$ cat src/rtl/instr_counter.sv
`default_nettype none
// +--------------------------------------------------------------------+
// | instr_counter                                                      |
// | Program counter, conditional branching and return-address stack.   |
// | Revision 1.0                                                       |
// +--------------------------------------------------------------------+
module instr_counter #(
  parameter int AW       = 15,
  parameter int DEPTH    = 16,
  parameter int RESET_PC = 0
) (
  input  logic                   clk,
  input  logic                   rst,
  input  logic                   sCOU,
  input  logic [3:0]             mOperCOU,
  input  logic [AW-1:0]          dataAddr,
  input  logic [1:0]             creg1,
  input  logic                   aeq,
  input  logic                   cmpEq,
  input  logic                   cmpGt,
  input  logic                   cmpLt,
  input  logic                   hlt,
  input  logic                   resume,
  input  logic                   prst,
  output logic [AW-1:0]          pc,
  output logic                   fetch,
  output logic                   taken,
  output logic [$clog2(DEPTH):0] sp,
  output logic                   halted,
  output logic                   fault
);

  localparam int PW  = $clog2(DEPTH);
  localparam int SPW = PW + 1;

  localparam logic [AW-1:0]  c_RESET_PC = RESET_PC[AW-1:0];
  localparam logic [SPW-1:0] c_DEPTH    = SPW'(DEPTH);

  localparam logic [3:0] c_OP_JEQ  = 4'd1;
  localparam logic [3:0] c_OP_JGT  = 4'd2;
  localparam logic [3:0] c_OP_JLT  = 4'd3;
  localparam logic [3:0] c_OP_JMP  = 4'd5;
  localparam logic [3:0] c_OP_NEXT = 4'd6;
  localparam logic [3:0] c_OP_CALL = 4'd7;
  localparam logic [3:0] c_OP_RET  = 4'd8;

  typedef enum logic [1:0] {
    S_RUN    = 2'd0,
    S_HALTED = 2'd1,
    S_FAULT  = 2'd2
  } state_t;

  state_t         r_state, w_state_nx;
  logic [AW-1:0]  r_pc, w_pc_nx;
  logic [SPW-1:0] r_sp, w_sp_nx;
  logic           r_fetch, w_fetch_nx;
  logic           r_taken, w_taken_nx;
  logic           w_push;
  logic [AW-1:0]  r_stack [DEPTH];

  logic [AW-1:0]  w_pc_inc;
  logic [AW-1:0]  w_target;
  logic [PW-1:0]  w_rd_idx;
  logic           w_cond;
  logic           w_unused;

  assign w_unused = creg1[1];
  assign w_pc_inc = r_pc + AW'(1);
  assign w_target = creg1[0] ? (r_pc + dataAddr) : dataAddr;
  assign w_rd_idx = PW'(r_sp - SPW'(1));

  always_comb begin
    w_cond = 1'b0;
    case (mOperCOU)
      c_OP_JEQ: w_cond = cmpEq;
      c_OP_JGT: w_cond = cmpGt | (aeq & cmpEq);
      c_OP_JLT: w_cond = cmpLt | (aeq & cmpEq);
      default:  w_cond = 1'b0;
    endcase
  end

  always_comb begin
    w_state_nx = r_state;
    w_pc_nx    = r_pc;
    w_sp_nx    = r_sp;
    w_fetch_nx = 1'b0;
    w_taken_nx = 1'b0;
    w_push     = 1'b0;
    case (r_state)
      S_RUN: begin
        if (sCOU) begin
          case (mOperCOU)
            c_OP_NEXT: begin
              w_pc_nx    = w_pc_inc;
              w_fetch_nx = 1'b1;
              w_taken_nx = (w_pc_inc == '0);
            end
            c_OP_JMP: begin
              w_pc_nx    = w_target;
              w_fetch_nx = 1'b1;
              w_taken_nx = 1'b1;
            end
            c_OP_JEQ, c_OP_JGT, c_OP_JLT: begin
              w_pc_nx    = w_cond ? w_target : w_pc_inc;
              w_fetch_nx = 1'b1;
              w_taken_nx = w_cond | (w_pc_inc == '0);
            end
            c_OP_CALL: begin
              if (r_sp == c_DEPTH) begin
                w_state_nx = S_FAULT;
              end else begin
                w_push     = 1'b1;
                w_sp_nx    = r_sp + SPW'(1);
                w_pc_nx    = w_target;
                w_fetch_nx = 1'b1;
                w_taken_nx = 1'b1;
              end
            end
            c_OP_RET: begin
              if (r_sp == '0) begin
                w_state_nx = S_FAULT;
              end else begin
                w_sp_nx    = r_sp - SPW'(1);
                w_pc_nx    = r_stack[w_rd_idx];
                w_fetch_nx = 1'b1;
                w_taken_nx = 1'b1;
              end
            end
            default: ;
          endcase
        end
        // A faulting op outranks a simultaneous halt request
        if (hlt && (w_state_nx != S_FAULT)) begin
          w_state_nx = S_HALTED;
        end
      end
      S_HALTED: begin
        if (resume) begin
          w_state_nx = S_RUN;
        end
      end
      default: ;
    endcase
  end

  always_ff @(posedge clk or posedge rst) begin
    if (rst) begin
      r_state <= S_RUN;
      r_pc    <= c_RESET_PC;
      r_sp    <= '0;
      r_fetch <= 1'b0;
      r_taken <= 1'b0;
    end else if (prst) begin
      r_state <= S_RUN;
      r_pc    <= c_RESET_PC;
      r_sp    <= '0;
      r_fetch <= 1'b1;
      r_taken <= 1'b0;
    end else begin
      r_state <= w_state_nx;
      r_pc    <= w_pc_nx;
      r_sp    <= w_sp_nx;
      r_fetch <= w_fetch_nx;
      r_taken <= w_taken_nx;
    end
  end

  // Stack storage needs no reset: occupancy alone decides what is valid
  always_ff @(posedge clk) begin
    if (w_push && !prst) begin
      r_stack[r_sp[PW-1:0]] <= w_pc_inc;
    end
  end

  assign pc     = r_pc;
  assign sp     = r_sp;
  assign fetch  = r_fetch;
  assign taken  = r_taken;
  assign halted = (r_state == S_HALTED);
  assign fault  = (r_state == S_FAULT);

endmodule
`default_nettype wire

$ cat config.mk
export PLATFORM = sky130hd
export DESIGN_NAME = instr_counter
export DESIGN_NICKNAME = d
export VERILOG_FILES = /design/src/rtl/instr_counter.sv
export SDC_FILE = /design/constraint.sdc
export NUM_CORES = 1
export LEC_CHECK = 0
export ABC_AREA = 1
export ABC_CLOCK_PERIOD_IN_PS = 3600
export CAP_MARGIN = 20
export CORE_MARGIN = 2
export CORE_UTILIZATION = 55
export CTS_BUF_LIST = sky130_fd_sc_hd__clkbuf_16
export CTS_CLUSTER_DIAMETER = 60
export DETAILED_ROUTE_END_ITERATION = 8
export HOLD_SLACK_MARGIN = 0.08
export PLACE_DENSITY = 0.73
export RECOVER_POWER = 50
export SYNTH_ARGS = -nofsm -noshare
export SYNTH_HDL_FRONTEND = slang
export SYNTH_SLANG_ARGS = --single-unit
$ cat constraint.sdc
create_clock -name clk -period 3.6 [get_ports clk]
set_input_delay 0.54 -clock clk [delete_from_list [all_inputs] [get_ports clk]]
set_output_delay 0.54 -clock clk [all_outputs]
set_load 0.03 [all_outputs]
Word-level counts from Yosys, hierarchy flattened
Memory sizes are Yosys's and may differ from the RTL's.
Cells that the tools add are included.
{"block": "classes", "n_mul": 0, "eq_ne": 14, "n_reduce_logical": 16, "order_cmp": 0, "add_sub_neg": 4, "n_mux": 39, "bitwise": 4, "n_div": 0, "shifts": 0}
{"op": "$mux 15", "count": 7}
{"op": "$pmux 15 s5", "count": 1}
{"op": "$mux 5", "count": 5}
{"op": "$add 15x1->15 const B", "count": 1}
{"op": "$add 15x15->15", "count": 1}
{"op": "$logic_not 15->1", "count": 1}
{"op": "$mux 2", "count": 7}
{"op": "$mux 1", "count": 13}
{"op": "$eq 4x3->1 const B", "count": 3}
{"op": "$pmux 5 s2", "count": 1}
{"op": "$reduce_and 5->1", "count": 2}
{"op": "$ne 3x3->1 const B", "count": 3}
{"op": "$eq 4x2->1 const B", "count": 2}
{"op": "$pmux 2 s2", "count": 2}
{"op": "$pmux 1 s3", "count": 2}
{"op": "$reduce_bool 3->1", "count": 2}
{"op": "$reduce_bool 6->1", "count": 1}
{"op": "$add 5x1->5 const B", "count": 1}
{"op": "$eq 5x5->1 const B", "count": 1}
{"op": "$logic_not 5->1", "count": 1}
{"op": "$pmux 1 s5", "count": 1}
{"op": "$reduce_or 5->1", "count": 1}
{"op": "$sub 5x1->5 const B", "count": 1}
{"op": "$eq 4x1->1 const B", "count": 1}
{"op": "other kinds (12)", "count": 16}
{"block": "totals", "latch_bits": 0, "input_bits": 31, "ff_bits": 24, "out_inout_bits": 24, "mem_count": 1, "word_cells": 83, "rom_bits": 0, "ramBits": 240}
{"memory": "r_stack", "words": 16, "word_bits": 15, "read_ports": 1, "rd_ports_with_merged_regs": 0, "write_ports": 1, "line": "59", "text": "logic [AW-1:0] r_stack [DEPTH];"}

Logic depth before layout (Yosys ltp)
{"block": "logic_depth", "word_depth": 10, "ltp_mapped": 17, "depth_no_buf": 14}

Worst setup path after synthesis
OpenSTA, ideal clock, no wires.
{"block": "synth_timing", "kind": "register to register", "start": "register r_sp[0] (netlist: sp[0])", "end": "memory r_stack[15][0], enable pin", "t_arrival_ps": 3003, "n_path_buf": 3, "period_less_slack_ps": 3428, "setup_ps": 426, "stages_incl_launch_ff": 9, "setup_slack_ps": 172, "required_ps": 3174, "path_cell_list": "dfrtp_1 > buf_2 > inv_2 > buf_4 > buf_2 > ha_1 > nand3_1 > nand2_2 > nor4_1"}
{"block": "synth_via", "elab_chain_len": 8}
{"element": "start: declaration", "line": "55", "text": "logic [SPW-1:0] r_sp, w_sp_nx;"}
{"element": "start signal: assignment", "line": "162", "text": "r_sp <= w_sp_nx;"}
{"element": "$eq 5x5->1", "line": "109", "text": "if (r_sp == c_DEPTH) begin"}
{"element": "$mux 1", "line": "109"}
{"element": "$mux 1", "line": "92", "text": "case (mOperCOU)"}
{"element": "$mux 1", "line": "91", "text": "if (sCOU) begin"}
{"element": "$mux 1", "line": "89", "text": "case (r_state)"}
{"element": "$logic_and 1x1->1", "line": "170", "text": "if (w_push && !prst) begin"}
{"element": "$mux 1", "line": "170"}
{"element": "$mux 1 (not written as such)", "line": "171", "text": "r_stack[r_sp[PW-1:0]] <= w_pc_inc;"}
{"element": "end: declaration", "line": "59"}
Parallel ways exist; a longest one is shown, timed or not.

Worst setup path in the final report
{"block": "layout_timing", "start": "register r_sp[0] (netlist: sp[0])", "end": "memory r_stack[1][7], enable pin"}
Same word-level chain as after synthesis.

==> impl_metrics.ini <==
[sta]
max_clock_freq_ghz = 0.320
grt_setup_unrepaired = false
finalSetupTns_ns = 0
final-hold-violation-count = 0
number_of_slew_limit_violations_in_the_final_report = 0
setup_viol = 0
maxSlewHeadroom_pct = 9.36
layout_worst_path_cycle_share_pct = 86.7
final_period_demand_of_the_worst_path_ns = 3.12
fin_skew_ns = 0.0153
worstMarginPinSlew_ns = 1.36

[finish]
n_antenna_cell = 0
area_growth_syn_to_layout_pct = 12.9
layout.cell_area.non_filler_um2 = 14300
layout-drive-gt1-share_pct = 7.76
nNetsFinal = 1388

[power]
cellPowerDensity_nw_per_um2 = 507
p_leak_nw = 5.58
worst_ir_drop_vdd_mv = 0.334

[drt]
detailedRoute.firstIterationViolations = 843
avgViaCountPerCell = 5.76
drcViolationCount = 0
detailroute.wirelength.met2_um = 14600
drt_first_pass_iters = 5
route.vias.total = 9433
routedWlPerCell_um = 18.6
wl_met3_um = 2390
drtAntennaViolNets = 0
dr.max_layer_used = met4
detail_route.wirelength.met1_um = 12700
wl_um = 30500

[placement]
post-dp-hpwl_um = 19100
portBuffers = 53
placed_cell_area_um2 = 13500
last_weighted_congestion_value_of_the_routability_driven_placer = 0.928

[synth]
syn-num-nets = 1332
number_of_synthesized_flops_with_an_enable_pin = 240
synth_cell_type_count = 38
synth_compound_gate_area_share_pct = 6.48
synth_simple_gate_area_share_pct = 23.6
async_reset_ff_share_pct = 9.09
cell_type_with_the_largest_total_area_after_synthesis = sky130_fd_sc_hd__edfxtp_1
synth_flop_cell = sky130_fd_sc_hd__edfxtp_1
synthMostInstantiatedCell = sky130_fd_sc_hd__nand2_1
combinational_family_with_the_most_area_after_synthesis = simple AND/OR/NAND/NOR gates
synth_area_um2 = 12700
synth.mux.area_fraction_pct = 0
post_synth_main_area_contributors = sky130_fd_sc_hd__edfxtp_1 57%, sky130_fd_sc_hd__nand2_1 9.0%, sky130_fd_sc_hd__nand3_1 6.6%
synthDominantCellAreaShare_pct = 56.9
synth_xor_area_share_pct = 0.939
synth_sequential_area_ratio_pct = 61.7
post_synth_most_frequent_cells = 302 x sky130_fd_sc_hd__nand2_1, 240 x sky130_fd_sc_hd__edfxtp_1, 167 x sky130_fd_sc_hd__nor2_1, 166 x sky130_fd_sc_hd__nand3_1, 86 x sky130_fd_sc_hd__inv_1
synth.avg_cell_area_um2 = 9.89
syn-instance-count = 1280
synth.ff_latch_count = 264
synth_fa_ha_area_share_pct = 2.14
synth-warning-count = 0

[clock_tree]
cts_made_buffers = 27
h-tree-depth = 1
path_clk_slew_ns = 0.06
tritoncts = done
cts_post_setup_buffers_inserted = 0
cts-resized-gates = 0
worstSkewPairLatency_ns = 0.54
bufs_on_longest_clock_path = 3
cts_root_buffer = sky130_fd_sc_hd__clkbuf_16
post_cts_hold_buffer_count = 0
cts.sink_count = 264

[flow_run]
max_cap_viol_count = 0

[min_path]
hold_path_class = input port to async pin

[floorplan]
floorplan.io_pins = 55
floorplan.initialDensity_pct = 55.9
die_w_um = 156
die_h_um = 156
rows = 55
design.die.area_um2 = 24200
design.core.area_um2 = 22600

[outcome]
outcome = completed

[grt]
grt_pass1_vias = 8830
first_pass_grt_wire_length_um = 47900
maximum_number_of_pins_on_one_net_before_global_route_repair = 100
grt.total_usage_pct = 25.4
grt-ovfl-total = 0
antenna_found_initial = 0

[worst_setup_path]
worstPathArrival_ns = 3.36
setup.worst_path.class = flip-flop to flip-flop
cp.required_ns = 3.84
path_max_fanout = 28
crit_path_start_kind = flip-flop
end_kind = flip-flop
-- power by group --
group,total (W),switching [W],internal (W),leakage [nW]
combinational,0.00133,0.000921,0.000410,2.73
clock,0.00253,0.00110,0.00143,0.406
sequential,0.00339,0.0000325,0.00335,2.44
total,0.00724,0.00205,0.00519,5.58
-- registers in the layout, summed over array words and instances (netlist names) --
| register | cells |
|---|---|
| fetch | 1 |
| pc | 15 |
| r_stack | 240 |
| r_state | 2 |
| sp | 5 |
| taken | 1 |
-- kinds of logic (layout without fill, tap and decap cells) --
group,Yosys count,in the layout
compound gates,144,144
buf+inv,152,225
xor+xnor,11,11
simple gates,688,688
flops,264,264
fa+ha+maj,21,21
-- layout make-up --
| cell class | count | area (um2) |
|---|---|---|
| inverter | 97 | 370 |
| clock inverter | 19 | 123 |
| fill | 1766 | 8350 |
| clock buffer | 27 | 676 |
| tap | 285 | 357 |
| multi-input combinational | 864 | 4180 |
| timing repair buffer | 82 | 778 |
| sequential | 264 | 7810 |
-- layout by cell type, fill, tap and decap left out, types with 5 or more instances in the layout --
cell type,count
sky130_fd_sc_hd__edfxtp_1,240
sky130_fd_sc_hd__o21ai_0,87
sky130_fd_sc_hd__or2_2,14
sky130_fd_sc_hd__nor2_1,169
sky130_fd_sc_hd__nand2_1,304
sky130_fd_sc_hd__o21ai_1,5
sky130_fd_sc_hd__nand3_1,166
sky130_fd_sc_hd__dfrtp_1,23
sky130_fd_sc_hd__clkdlybuf4s50_1,32
sky130_fd_sc_hd__buf_4,24
sky130_fd_sc_hd__clkinv_1,6
sky130_fd_sc_hd__dlygate4sd3_1,21
sky130_fd_sc_hd__nand4_1,15
sky130_fd_sc_hd__xor2_1,6
sky130_fd_sc_hd__a21oi_1,17
sky130_fd_sc_hd__o211ai_1,30
sky130_fd_sc_hd__ha_1,20
sky130_fd_sc_hd__clkbuf_16,27
sky130_fd_sc_hd__inv_1,92
sky130_fd_sc_hd__inv_2,7
-- layer usage --
layer,vias up,global-route usage (%)
li1,4484,-
met4,0,8.17
met2,423,42.3
met5,-,0
met3,61,3.33
met1,4465,35.0
-- through the flow --
stage          hold slack [ns]  worst slack [ns]  std cells  utilization [%]  total power, W
2_1_floorplan            0.552             0.172       1280                -         0.00438
3_3_place_gp             0.577             0.436       1591             59.8         0.00475
3_5_place_dp             0.587             0.385       1591             59.8         0.00477
4_1_cts                  0.578             0.524       1637             63.3         0.00727
5_1_grt                  0.322             0.240       1638             63.1         0.00753
6_report                 0.324             0.477       1638             63.1         0.00724
-- path summary, 6_finish.rpt --
check,endpoint,slack [ns],cells past startpoint,startpoint
max,r_stack[1][7],0.48,8,sp[0]
max reg2reg,r_stack[1][7],0.48,8,sp[0]
max in group asynchronous,sp[0],1.64,3,rst
min,sp[2],0.32,2,rst
min reg2reg,r_state[0],0.60,2,r_state[0]
min in group clk,r_state[0],0.60,2,r_state[0]
-- worst max-delay path: stages (launching register included) --
cell and delay [ns]:
sky130_fd_sc_hd__dfrtp_4 0.42, sky130_fd_sc_hd__clkinv_2 0.33, sky130_fd_sc_hd__ha_1 0.40, sky130_fd_sc_hd__nand3_1 0.13, sky130_fd_sc_hd__nand2_2 0.09, sky130_fd_sc_hd__nor3_1 0.44
sky130_fd_sc_hd__nand2_1 0.26, sky130_fd_sc_hd__nor2_1 0.53, sky130_fd_sc_hd__buf_12 0.22
No activity file was read; power rests on OpenSTA's default activity.
